<file path="src/rtl/fp_pkg.sv">
// rtl/fp_pkg.sv - shared constants for the FP multiplier normalize/round datapath
// Purpose: widths and exponent limits used by fp_mul_normalize_pipe and fp_round_rne.
// Ports: none (package).
package fp_pkg;

  localparam int EXP_BIAS = 127;  // IEEE-754 single-precision bias
  localparam int EXP_MAX  = 255;  // biased exponent reserved for saturation
  localparam int MANT_W   = 23;   // stored mantissa width (hidden one dropped)
  localparam int PROD_W   = 48;   // {1,M1}*{1,M2} product width
  localparam int EXT_EW   = 10;   // signed internal exponent width, headroom for +1 +1 +bias

endpackage

</file>
<file path="src/rtl/fp_round_rne.sv">
// rtl/fp_round_rne.sv - combinational round-to-nearest-even increment with exponent carry
// Purpose: adds the rounding increment to a 23-bit mantissa and bumps the exponent on carry-out.
// Ports:
//   mant   in  23        truncated mantissa (hidden one excluded)
//   guard  in  1         first discarded bit
//   sticky in  1         OR of all bits below guard
//   e      in  EXT_EW    signed unbiased exponent
//   m_r    out 23        rounded mantissa (wraps to 0 on carry)
//   e_adj  out EXT_EW    exponent after carry
//   carry  out 1         mantissa overflowed into the exponent
module fp_round_rne
  import fp_pkg::*;
#(
  parameter int EXT_EW = fp_pkg::EXT_EW
) (
  input  logic [MANT_W-1:0]        mant,
  input  logic                     guard,
  input  logic                     sticky,
  input  logic signed [EXT_EW-1:0] e,
  output logic [MANT_W-1:0]        m_r,
  output logic signed [EXT_EW-1:0] e_adj,
  output logic                     carry
);

  logic round_up;

  // Exact ties (guard set, nothing below) only round up when that makes the LSB even.
  assign round_up = guard & (sticky | mant[0]);

  // All-ones mantissa plus one carries out; the mantissa field becomes zero and the
  // significand 2.0 is represented by the incremented exponent.
  assign {carry, m_r} = {1'b0, mant} + {{MANT_W{1'b0}}, round_up};
  assign e_adj        = e + {{(EXT_EW-1){1'b0}}, carry};

endmodule

</file>
<file path="src/rtl/fp_mul_normalize_pipe.sv">
// rtl/fp_mul_normalize_pipe.sv - two-stage normalize/round/re-bias stage after the FP multiply
// Purpose: normalizes the 48-bit significand product, rounds (nearest-even when
//   FP_MUL_ROUND_NEAREST_EN is defined, truncation otherwise), re-biases, saturates
//   overflow to {FF,0} and flushes underflow to zero. Two register stages, common stall.
// Ports:
//   clk         in  1   clock
//   rstn        in  1   synchronous active-low reset (clears valid/error only)
//   backprn     in  1   0 = stall all registers, 1 = advance
//   valid       in  1   upstream data valid
//   M_mul       in  48  significand product in [2^46, 2^48)
//   E_mul       in  8   signed unbiased exponent sum
//   float_in_2  in  31  pass-through operand
//   error_in    in  1   upstream error
//   float_out   out 31  {exp[7:0], mant[22:0]}
//   float_out_2 out 31  float_in_2 aligned with float_out
//   ready       out 1   float_out valid
//   error_out   out 1   error_in | overflow | underflow, qualified by ready
module fp_mul_normalize_pipe
  import fp_pkg::*;
#(
  parameter int EXP_BIAS = fp_pkg::EXP_BIAS,
  parameter int EXT_EW   = fp_pkg::EXT_EW
) (
  input  logic              clk,
  input  logic              rstn,
  input  logic              backprn,
  input  logic              valid,
  input  logic [PROD_W-1:0] M_mul,
  input  logic [7:0]        E_mul,
  input  logic [30:0]       float_in_2,
  input  logic              error_in,
  output logic [30:0]       float_out,
  output logic [30:0]       float_out_2,
  output logic              ready,
  output logic              error_out
);

  localparam logic signed [EXT_EW-1:0] BIAS_E = EXT_EW'(EXP_BIAS);
  localparam logic signed [EXT_EW-1:0] MAX_E  = EXT_EW'(EXP_MAX);
  localparam logic signed [EXT_EW-1:0] ZERO_E = '0;
  localparam logic signed [EXT_EW-1:0] ONE_E  = EXT_EW'(1);

  // ---------------- stage 1: normalize ----------------
  logic [MANT_W-1:0]        mant_n;
  logic signed [EXT_EW-1:0] e_sext;
  logic signed [EXT_EW-1:0] e_n;

  assign e_sext = {{(EXT_EW-8){E_mul[7]}}, E_mul};

  // Product of two [1,2) significands lies in [1,4): bit 47 set means the value is
  // >= 2.0, so shift one further right and account for it in the exponent.
  always_comb begin
    mant_n = M_mul[45:23];
    e_n    = e_sext;
    if (M_mul[47]) begin
      mant_n = M_mul[46:24];
      e_n    = e_sext + ONE_E;
    end
  end

  logic                     v1;
  logic                     err1;
  logic [30:0]              f2_1;
  logic [MANT_W-1:0]        mant1;
  logic signed [EXT_EW-1:0] e1;
  logic                     guard_r;
  logic                     sticky_r;

`ifdef FP_MUL_ROUND_NEAREST_EN
  logic guard_n;
  logic sticky_n;
  logic guard1;
  logic sticky1;

  assign guard_n  = M_mul[47] ? M_mul[23]  : M_mul[22];
  assign sticky_n = M_mul[47] ? |M_mul[22:0] : |M_mul[21:0];

  always_ff @(posedge clk) begin
    if (backprn && valid) begin
      guard1  <= guard_n;
      sticky1 <= sticky_n;
    end
  end

  assign guard_r  = guard1;
  assign sticky_r = sticky1;
`else
  // Truncation: bits below the kept mantissa are simply dropped.
  logic unused_prod_lsbs;
  assign unused_prod_lsbs = ^M_mul[22:0];
  assign guard_r  = 1'b0;
  assign sticky_r = 1'b0;
`endif

  // ---------------- stage 2: round, re-bias, saturate ----------------
  logic [MANT_W-1:0]        m_r;
  logic signed [EXT_EW-1:0] e_adj;
  logic                     carry;
  logic signed [EXT_EW-1:0] biased;
  logic                     overflow;
  logic                     underflow;
  logic [30:0]              float_n;

  fp_round_rne #(
    .EXT_EW (EXT_EW)
  ) u_round (
    .mant   (mant1),
    .guard  (guard_r),
    .sticky (sticky_r),
    .e      (e1),
    .m_r    (m_r),
    .e_adj  (e_adj),
    .carry  (carry)
  );

  assign biased    = e_adj + BIAS_E;
  assign overflow  = (biased >= MAX_E);
  assign underflow = (biased <= ZERO_E);  // no denormals: flush

  always_comb begin
    float_n = {biased[7:0], m_r};
    if (overflow) begin
      float_n = {8'hFF, {MANT_W{1'b0}}};
    end else if (underflow) begin
      float_n = '0;
    end
  end

  // carry only feeds the exponent; keep it visible as a named net
  logic unused_carry;
  assign unused_carry = carry;

  // ---------------- control registers (reset) ----------------
  always_ff @(posedge clk) begin
    if (!rstn) begin
      v1        <= 1'b0;
      err1      <= 1'b0;
      ready     <= 1'b0;
      error_out <= 1'b0;
    end else if (backprn) begin
      v1        <= valid;
      err1      <= valid & error_in;
      ready     <= v1;
      error_out <= v1 & (err1 | overflow | underflow);
    end
  end

  // ---------------- data registers (no reset) ----------------
  always_ff @(posedge clk) begin
    if (backprn) begin
      if (valid) begin
        f2_1  <= float_in_2;
        mant1 <= mant_n;
        e1    <= e_n;
      end
      if (v1) begin
        float_out   <= float_n;
        float_out_2 <= f2_1;
      end
    end
  end

endmodule

</file>
<file path="config.mk">
export PLATFORM = sky130hd
export DESIGN_NAME = fp_mul_normalize_pipe
export DESIGN_NICKNAME = d
export VERILOG_FILES = /design/src/rtl/fp_pkg.sv /design/src/rtl/fp_round_rne.sv /design/src/rtl/fp_mul_normalize_pipe.sv
export SDC_FILE = /design/constraint.sdc
export NUM_CORES = 1
export LEC_CHECK = 0
export CORE_MARGIN = 2
export CORE_UTILIZATION = 46
export CTS_CLUSTER_DIAMETER = 120
export DETAILED_ROUTE_END_ITERATION = 16
export PLACE_DENSITY_LB_ADDON = 0.15
export SLEW_MARGIN = 20
export SYNTH_ARGS = -nofsm -noshare
export SYNTH_HDL_FRONTEND = slang
export SYNTH_SLANG_ARGS = --single-unit
export TNS_END_PERCENT = 10
</file>
<file path="constraint.sdc">
create_clock -name clk -period 3.1 [get_ports clk]
set_clock_uncertainty 0.15 [all_clocks]
set_input_delay 0.62 -clock clk [delete_from_list [all_inputs] [get_ports clk]]
set_output_delay 0.62 -clock clk [all_outputs]
set_load 0.01 [all_outputs]
</file>
==> out/metrics.cfg, run 1 <==
[drt]
wl_met2_um=4200
firstDrtPassIters=4
drt-met1-wl_um=3430
top_layer_used=met4
met3WireLength_um=900
drc_errors=0
drtIter0Drc=81
postRouteAntennaNets=0
wl_per_cell_um=15.2
vias_per_cell=4.87
wl_um=8640
vias=2764

[logic_synthesis]
syn_avg_cell_area_um2=18.4
ys_types=41
yosysSeqAreaShare=0.778
yosysWarningCount=0
ys_ff_latch=129
synthCells=268
async_flop_share=0
synth_most_common_cell=edfxtp_1
ys_top_cells_by_count=edfxtp_1, mux2_2, and2_4
ys_top_cells_by_area=edfxtp_1, mux2_2, and2_4, dfxtp_1, nand2_1
yosys.area.top_type=edfxtp_1
syn-num-nets=363
synth_area_mm2=0.00493
synth_top_area_frac=0.762
synthFlopType=edfxtp_1
synth_edf_count=125

[sta]
maxSlewViolCount=0
post-route-min-period_ps=2840
worst_pin_slew_ps=941
setup_viol=0
max_freq_mhz=352
fin_hold_ws_ps=268
hold_viol=0
rsz0062_at_grt=no
slew_headroom=0.372
setup_ws_ps=263
fin_tns_setup_ps=0
final.period_utilization=0.915

[critical_path]
cp-end-kind=register
path_max_fanout=24
required_ps=3320
ff2ff_setup_slack_ps=260
cp.arrival_ps=3060
critPathKind=register to register
worstSetupStartpointType=register

[layout]
fin_area_mm2=0.00706
layout.nets=514
drive_above_1_share=0.218
areaGrowthSynthToFinish_pct=43.2
diodes=0
post-route-util=0.680
fillers=743

[global_route]
grt_pass1_vias=2696
antenna_found_initial=0
grt_use_total=0.154
grt-ovfl-total=0
grt_pass1_wl_um=13300
grt_start_max_net_pins=53

[clock_network]
h-tree-depth=4
cts_root_buffer=clkbuf_8
cts_hold_buf=0
cts_made_buffers=17
clk_pin_slew_ps=60
post_cts_buffers=0
cts_tree=done
worstSkewPairLatency_ps=500
cts.sinks=129
cts_buffer_depth=2
cts_resized=0

[placed_design]
place_congestion=0.804
dp_slack_ps=140
place.port_buffers=132
hpwl_um=5990
place_area_mm2=0.00646

[power_and_ir_drop]
p_leak_nw=2.44
pwr_density_cell_mw_per_mm2=617
vdd.ir_drop.worst_mv=0.386

[status]
outcome=finished, final reports clean

[floorplanning]
rows=37
core_area_mm2=0.0104
floorplan.initialDensity=0.475
io_pins=156
dieWidth_um=107
dieArea_mm2=0.0116
die_h_um=107

[run]
max_cap_viol_count=0

[worst_hold_path]
min_path_type=register to register

==> registers in the layout, indices dropped and copies added, names as in the netlist <==
| signal | count |
|---|---|
| f2_1 | 31 |
| float_out | 31 |
| float_out_2 | 31 |
| mant1 | 23 |
| e1 | 9 |
| err1 | 1 |
| error_out | 1 |
| ready | 1 |
| v1 | 1 |
==> critical path, cell delays in order (launching register included) <==
cell      delay, ps
edfxtp_1        440
inv_1           130
ha_1            200
or2b_2          360
nor3_1          150
or4_4           210
nor3b_4         790
and2_4          270
==> report_power, final <==
group	internal, mW	switching, mW
Combinational	0.208	0.134
Sequential	2.02	0.0318
Clock	1.23	0.729
Total	3.46	0.894
==> final timing paths <==
path / from / endpoint / depth (start not counted)
max: e1[1] / float_out[21] / 7
min: f2_1[26] / float_out_2[26] / 0
max reg2reg: e1[1] / float_out[21] / 7
min reg2reg: f2_1[26] / float_out_2[26] / 0
==> per-layer routing <==
layer | up-vias | GRT usage
met5 | - | 0
met4 | 0 | 0.0668
met3 | 13 | 0.0563
met2 | 124 | 0.254
met1 | 1302 | 0.183
li1 | 1325 | -
==> placed cells by master (no fill, tap or decap), drive strengths merged, types with 6 or more instances in the layout <==
cell type and n:
clkdlybuf4s50 132, edfxtp 125, mux2 24, and2 24, clkbuf 17, nand2 15
inv 9, nor2 7, clkinv 7, xnor2 6, a21oi 6, buf 6
==> layout make-up <==
| cell class | count | area, um2 | area share |
|---|---|---|---|
| clock buffer | 17 | 414 | 0.0587 |
| clock inverter | 15 | 181 | 0.0257 |
| inverter | 5 | 18.8 | 0.00266 |
| multi-input combinational | 128 | 1030 | 0.146 |
| sequential | 129 | 3830 | 0.543 |
| tap | 136 | 170 | 0.0241 |
| timing repair buffer | 138 | 1400 | 0.199 |
==> through the flow <==
stage                     std cells  total power [mW]
after floorplan                 268              2.26
after global placement          536              2.42
after detailed placement        536              2.43
after CTS                       568              4.41
after global routing            568              4.51
final                           568              4.36
==> logic make-up (layout without fill, tap and decap cells) <==
family | count (synthesis) | count (layout) | share of synthesized area
muxes | 24 | 24 | 0.0549
and+or+nand+nor | 67 | 67 | 0.0935
DFF | 129 | 129 | 0.778
xor gates and xnor gates | 10 | 10 | 0.0178
adders and majority gates | 3 | 3 | 0.00762
buffers and inverters | 11 | 175 | 0.0130
AOI/OAI and AO/OA | 24 | 24 | 0.0351
No activity file was read; power rests on OpenSTA's default activity.
==> run 2, diff against run 1 <==
--- a/config.mk
+++ b/config.mk
@@ -5,8 +5,9 @@
 export SDC_FILE = /design/constraint.sdc
 export NUM_CORES = 1
 export LEC_CHECK = 0
+export ABC_AREA = 1
 export CORE_MARGIN = 2
-export CORE_UTILIZATION = 46
+export CORE_UTILIZATION = 47
 export CTS_CLUSTER_DIAMETER = 120
 export DETAILED_ROUTE_END_ITERATION = 16
 export PLACE_DENSITY_LB_ADDON = 0.15
==> out/metrics.cfg, run 2 <==
[placed_design]
place_area_mm2=0.00659  ; +2.0%
place.port_buffers=132  ; unchanged
place_congestion=0.806  ; +0.26%
dp_slack_ps=550  ; +409 ps
dp_cells=597  ; +11%
hpwl_um=6170  ; +3.0%

[floorplanning]
rows=38  ; +2.7%
io_pins=156  ; unchanged
core_area_mm2=0.0107  ; +3.6%
dieWidth_um=108  ; +0.90%
die_h_um=108  ; +0.90%
dieArea_mm2=0.0118  ; +1.8%
floorplan.initialDensity=0.477  ; +0.00215

[layout]
instances_no_fill=628  ; +11%
final_common_cell=clkdlybuf4s50_1
areaGrowthSynthToFinish_pct=39.2
post-route-util=0.664  ; -0.0160
fin_area_mm2=0.00714  ; +1.2%
top_regs=f2_1 (31), float_out (31), float_out_2 (31)
final_cell_mix=clkdlybuf4s50_1, edfxtp_1, nand2_1
diodes=0  ; unchanged
layout.nets=571  ; +11%
drive_above_1_share=0.178  ; -0.0393

[power_and_ir_drop]
seqPwrFrac=0.483  ; +0.012
pwr_density_cell_mw_per_mm2=593  ; -3.9%
p_int_mw=3.33  ; -3.7%
pwr-share-clk=0.436  ; -0.014
switchingPower_mw=0.901  ; +0.74%
p_total_mw=4.24  ; -2.8%
power_frac_comb=0.081  ; +0.003
swShare=0.213  ; +0.00744
p_leak_nw=2.54  ; +4.1%
vdd.ir_drop.worst_mv=0.381  ; -1.3%

[sta]
fin_hold_ws_ps=266  ; -2.05 ps
fin_tns_setup_ps=0  ; unchanged
slew_headroom=0.664  ; +0.292
hold_viol=0  ; unchanged
post-route-min-period_ps=2530  ; -305 ps
setup_viol=0  ; unchanged
worst_pin_slew_ps=504  ; -438 ps
maxSlewViolCount=0  ; unchanged
rsz0062_at_grt=no
setup_ws_ps=568  ; +305 ps
final.period_utilization=0.817  ; -0.0984
max_freq_mhz=395  ; +12%

[clock_network]
cts_hold_buf=0  ; unchanged
post_cts_buffers=0  ; unchanged
cts_buffer_depth=2  ; unchanged
cts.sinks=129  ; unchanged
h-tree-depth=4  ; unchanged
worstSkewPairLatency_ps=510  ; about the same
clk_pin_slew_ps=60  ; about the same
cts_made_buffers=17  ; unchanged
cts_root_buffer=clkbuf_8
cts_tree=done
cts_resized=0  ; unchanged

[global_route]
grt_pass1_vias=2871  ; +6.5%
grt-ovfl-total=0  ; unchanged
antenna_found_initial=0  ; unchanged
grt_start_max_net_pins=58  ; +9.4%
grt_pass1_wl_um=13700  ; +3.2%
grt_use_total=0.159  ; +0.00419

[logic_synthesis]
synth_area_mm2=0.00513  ; +4.1%
synthCells=331  ; +24%
ys_types=27  ; -34%
synth_most_common_cell=edfxtp_1
synth_top_area_frac=0.732  ; -0.0299
ys_top_cells_by_area=edfxtp_1, nor3b_2, nand2_1, inv_1, dfxtp_1
syn-num-nets=426  ; +17%
ys_top_cells_by_count=edfxtp_1, nand2_1, inv_1
ys_ff_latch=129  ; unchanged
yosys.area.top_type=edfxtp_1
async_flop_share=0  ; unchanged
syn_avg_cell_area_um2=15.5  ; -16%
yosysSeqAreaShare=0.748  ; -0.0306
synth_edf_count=125  ; unchanged
synthFlopType=edfxtp_1
yosysWarningCount=0  ; unchanged

[drt]
postRouteAntennaNets=0  ; unchanged
vias_per_cell=4.70  ; -3.4%
wl_per_cell_um=14.0  ; -7.7%
wl_um=8820  ; +2.0%
drtIter0Drc=171  ; +110%
drc_errors=0  ; unchanged
vias=2952  ; +6.8%
firstDrtPassIters=4  ; unchanged

[worst_hold_path]
min_path_type=register to register

[critical_path]
path_max_fanout=30  ; +25%
path_buf_inv=2  ; +1
required_ps=3210  ; -110 ps
cp.arrival_ps=2640  ; -420 ps
worstSetupStartpointType=register
crit_top_cell=nand2_1
critPathMaxStageDelay_ps=430  ; -360 ps
critical-path-slowest-cell=edfxtp_1
critPathTopFamily=simple AND/OR/NAND/NOR gates
critPathKind=register to register
path_cells=inv_1 -> ha_1 -> nand2_2 -> nand2_1 -> nand2_1 -> nor2_1 -> nand2_1 -> nor2_2 -> nand3_2 -> nand2_4 -> inv_2 -> nand2_1 -> nand2_1
cp-end-kind=register

[status]
outcome=finished, final reports clean

[run]
max_cap_viol_count=0  ; unchanged

==> run 2: cell count changes in the layout (fill, tap and decap cells not counted), sizes merged, moves of 4 or more <==
cell	previous run	this run
and2	24	0
nand3	3	7
o21ai	5	19
a21oi	6	16
inv	9	35
nand2	15	52
mux2	24	2
nor3b	2	23
nor2	7	24
==> run 2: worst register-to-register path: stages (launching register included) <==
cell	delay (ps)
edfxtp_1	430
inv_1	200
ha_1	270
nand2_2	110
nand2_1	70
nand2_1	90
nor2_1	100
nand2_1	70
nor2_2	110
nand3_2	80
nand2_4	390
inv_2	80
nand2_1	80
nand2_1	50
==> run 2: path summary, 6_finish.rpt <==
| path | start | endpoint | slack [ps] | cells past startpoint |
|---|---|---|---|---|
| worst max-delay path | e1[0] | float_out[25] | 570 | 13 |
| worst min-delay path | f2_1[4] | float_out_2[4] | 270 | 0 |
| worst max register to register | e1[0] | float_out[25] | 570 | 13 |
| worst min register to register | f2_1[4] | float_out_2[4] | 270 | 0 |
==> run 2: area by class of cell <==
cell class              count  area, um2
clock buffers              18        418
multi-input cells         160       1070
repair buffers            136       1380
inverters                  32        120
well taps                 140        175
fillers                   815       3610
clock inverters            13        136
flip-flops and latches    129       3830
==> run 2: power groups by stage <==
| stage | sequential, mW | clock (mW) | combinational (mW) |
|---|---|---|---|
| 6_report | 2.04 | 1.85 | 0.344 |
| 5_1_grt | 2.05 | 1.96 | 0.378 |
| 4_1_cts | 2.05 | 1.89 | 0.351 |
| 3_5_place_dp | 2.08 | 0 | 0.350 |
| 3_3_place_gp | 2.07 | 0 | 0.341 |
| 2_1_floorplan | 2.09 | 0 | 0.181 |
==> run 2: kinds of logic (layout without fill, tap and decap cells) <==
family | after synthesis | count (layout) | synth area share
AO/OA/AOI/OAI | 35 | 35 | 0.0371
XOR/XNOR | 8 | 8 | 0.0137
adder cells (fa/ha/maj) | 3 | 3 | 0.00732
buffers and inverters | 42 | 199 | 0.0432
flip-flops | 129 | 129 | 0.748
multiplexers | 2 | 2 | 0.00439
AND/OR/NAND/NOR | 112 | 112 | 0.147
==> run 2: layer usage <==
| layer | vias to the layer above | wire (um) | GRT usage | share of wire |
|---|---|---|---|---|
| li1 | 1471 | - | - | - |
| met4 | 0 | 161 | 0.0760 | 0.018 |
| met1 | 1366 | 3390 | 0.170 | 0.38 |
| met3 | 12 | 700 | 0.0609 | 0.079 |
| met2 | 103 | 4560 | 0.275 | 0.52 |
| met5 | - | 0 | 0 | 0 |
==> run 3, diff against run 2 <==
==> constraint.sdc (replaced) <==
create_clock -name clk -period 2.5 [get_ports clk]
set_clock_uncertainty 0.15 [all_clocks]
set_input_delay 0.5 -clock clk [delete_from_list [all_inputs] [get_ports clk]]
set_output_delay 0.5 -clock clk [all_outputs]
set_load 0.01 [all_outputs]
==> out/metrics.cfg, run 3 (synthesized netlist as in run 2, its figures left out) <==
[sta]
slew_headroom=0.803  ; +0.139
post-route-min-period_ps=2260  ; -269 ps
max_freq_mhz=442  ; +12%
maxSlewViolCount=0  ; unchanged
fin_tns_setup_ps=0  ; unchanged
setup_viol=0  ; unchanged
final.period_utilization=0.905  ; +0.0882
hold_viol=0  ; unchanged
rsz0062_at_grt=no
setup_ws_ps=237  ; -331 ps
worst_pin_slew_ps=296  ; -208 ps
fin_hold_ws_ps=269  ; +2.95 ps

[floorplanning]
floorplan.initialDensity=0.477  ; unchanged
io_pins=156  ; unchanged
rows=38  ; unchanged
dieArea_mm2=0.0118  ; unchanged
dieWidth_um=108  ; unchanged
core_area_mm2=0.0107  ; unchanged
die_h_um=108  ; unchanged

[clock_network]
cts.sinks=129  ; unchanged
h-tree-depth=4  ; unchanged
cts_tree=done
cts_buffer_depth=2  ; unchanged
post_cts_buffers=0  ; unchanged
cts_made_buffers=17  ; unchanged
worstSkewPairLatency_ps=500  ; about the same
cts_root_buffer=clkbuf_8
clk_pin_slew_ps=60  ; about the same

[global_route]
grt_pass1_wl_um=14100  ; +3.2%
grt_use_total=0.164  ; +0.00497
grt-ovfl-total=0  ; unchanged
antenna_found_initial=0  ; unchanged
grt_start_max_net_pins=39  ; -33%
grt_pass1_vias=2995  ; +4.3%

[placed_design]
hpwl_um=6400  ; +3.8%
place_congestion=0.799  ; -0.96%
place_area_mm2=0.00662  ; +0.53%
dp_slack_ps=150  ; -399 ps
place.port_buffers=132  ; unchanged

[layout]
layout.nets=574  ; +0.53%
diodes=0  ; unchanged
top_regs=f2_1 (31), float_out (31), float_out_2 (31)
final_cell_mix=clkdlybuf4s50_1, edfxtp_1, nand2_1
post-route-util=0.667  ; +0.00279
drive_above_1_share=0.177  ; -0.00109
areaGrowthSynthToFinish_pct=39.8
final_common_cell=clkdlybuf4s50_1
fin_area_mm2=0.00717  ; +0.42%

[critical_path]
cp-end-kind=register
cp.arrival_ps=2440  ; -200 ps
r2r-start=e1[0]
ff2ff_setup_slack_ps=240  ; -330 ps
critPathKind=register to register
path_max_fanout=24  ; -20%
critical_path.endpoint=float_out[28]
r2r-end=float_out[28]
required_ps=2680  ; -530 ps
worstSetupStartpointType=register
critPathLaunch=e1[0]
r2r_cells=10  ; -3

[drt]
postRouteAntennaNets=0  ; unchanged
vias=2965  ; +0.44%
firstDrtPassIters=4  ; unchanged
wl_per_cell_um=14.3  ; +1.5%
drc_errors=0  ; unchanged
wl_um=8990  ; +2.0%
drtIter0Drc=90  ; -47%
vias_per_cell=4.70  ; about the same

[power_and_ir_drop]
p_leak_nw=2.56  ; +0.60%
vdd.ir_drop.worst_mv=0.452  ; +19%
pwr_density_cell_mw_per_mm2=725  ; +22%

[worst_hold_path]
min_path_type=register to register

[run]
max_cap_viol_count=0  ; unchanged

[status]
outcome=finished, final reports clean

## run 3: critical path, cell delays in order (launching register included)
cell      delay [ps]
edfxtp_1         430
inv_1            110
ha_1             240
nand2_2          110
o21ai_0          160
nand2_1          110
nor2_1           140
nand3_2          160
nand2_8          250
nand2_4          120
o21ai_0          110
## run 3: through the flow
| stage | cells | total power, mW |
|---|---|---|
| after CTS | 631 | 5.26 |
| after global routing | 631 | 5.40 |
| final | 631 | 5.20 |
| after floorplan | 331 | 2.81 |
| after detailed placement | 600 | 3.02 |
| after global placement | 600 | 3.00 |
## run 3: report_power, final
group	switching [mW]	total, mW	internal (mW)
Clock	0.823	2.22	1.40
Combinational	0.210	0.439	0.228
Sequential	0.0323	2.54	2.50
## run 3: layout make-up
cell class,instances,area (um2)
flip-flops and latches,129,3830
fillers,813,3580
repair buffers,139,1420
multi-input cells,160,1080
clock buffers,20,425
well taps,140,175
inverters,32,120
clock inverters,11,115
## run 3: how the worst min path moves through the flow
stage	cells after the start	to	start	slack, ps
global route	0	float_out_2[1]	f2_1[1]	280
floorplan	0	float_out_2[0]	f2_1[0]	250
detailed placement	0	float_out_2[15]	f2_1[15]	250
finish	0	float_out_2[1]	f2_1[1]	270
CTS	0	float_out_2[12]	f2_1[12]	270
global placement	0	float_out_2[19]	f2_1[19]	250
## run 3: routing by layer
layer / up-vias / global-route usage / routed length (um)
met3: 15 / 0.0506 / 693
met4: 0 / 0.0760 / 233
li1: 1473 / - / -
met2: 110 / 0.287 / 4640
met5: - / 0 / 0
met1: 1367 / 0.182 / 3430
## run 3: what timing repair did
item,CTS,global route
gates resized for setup,0,1
setup endpoints to repair,0,7
hold buffers,0,0
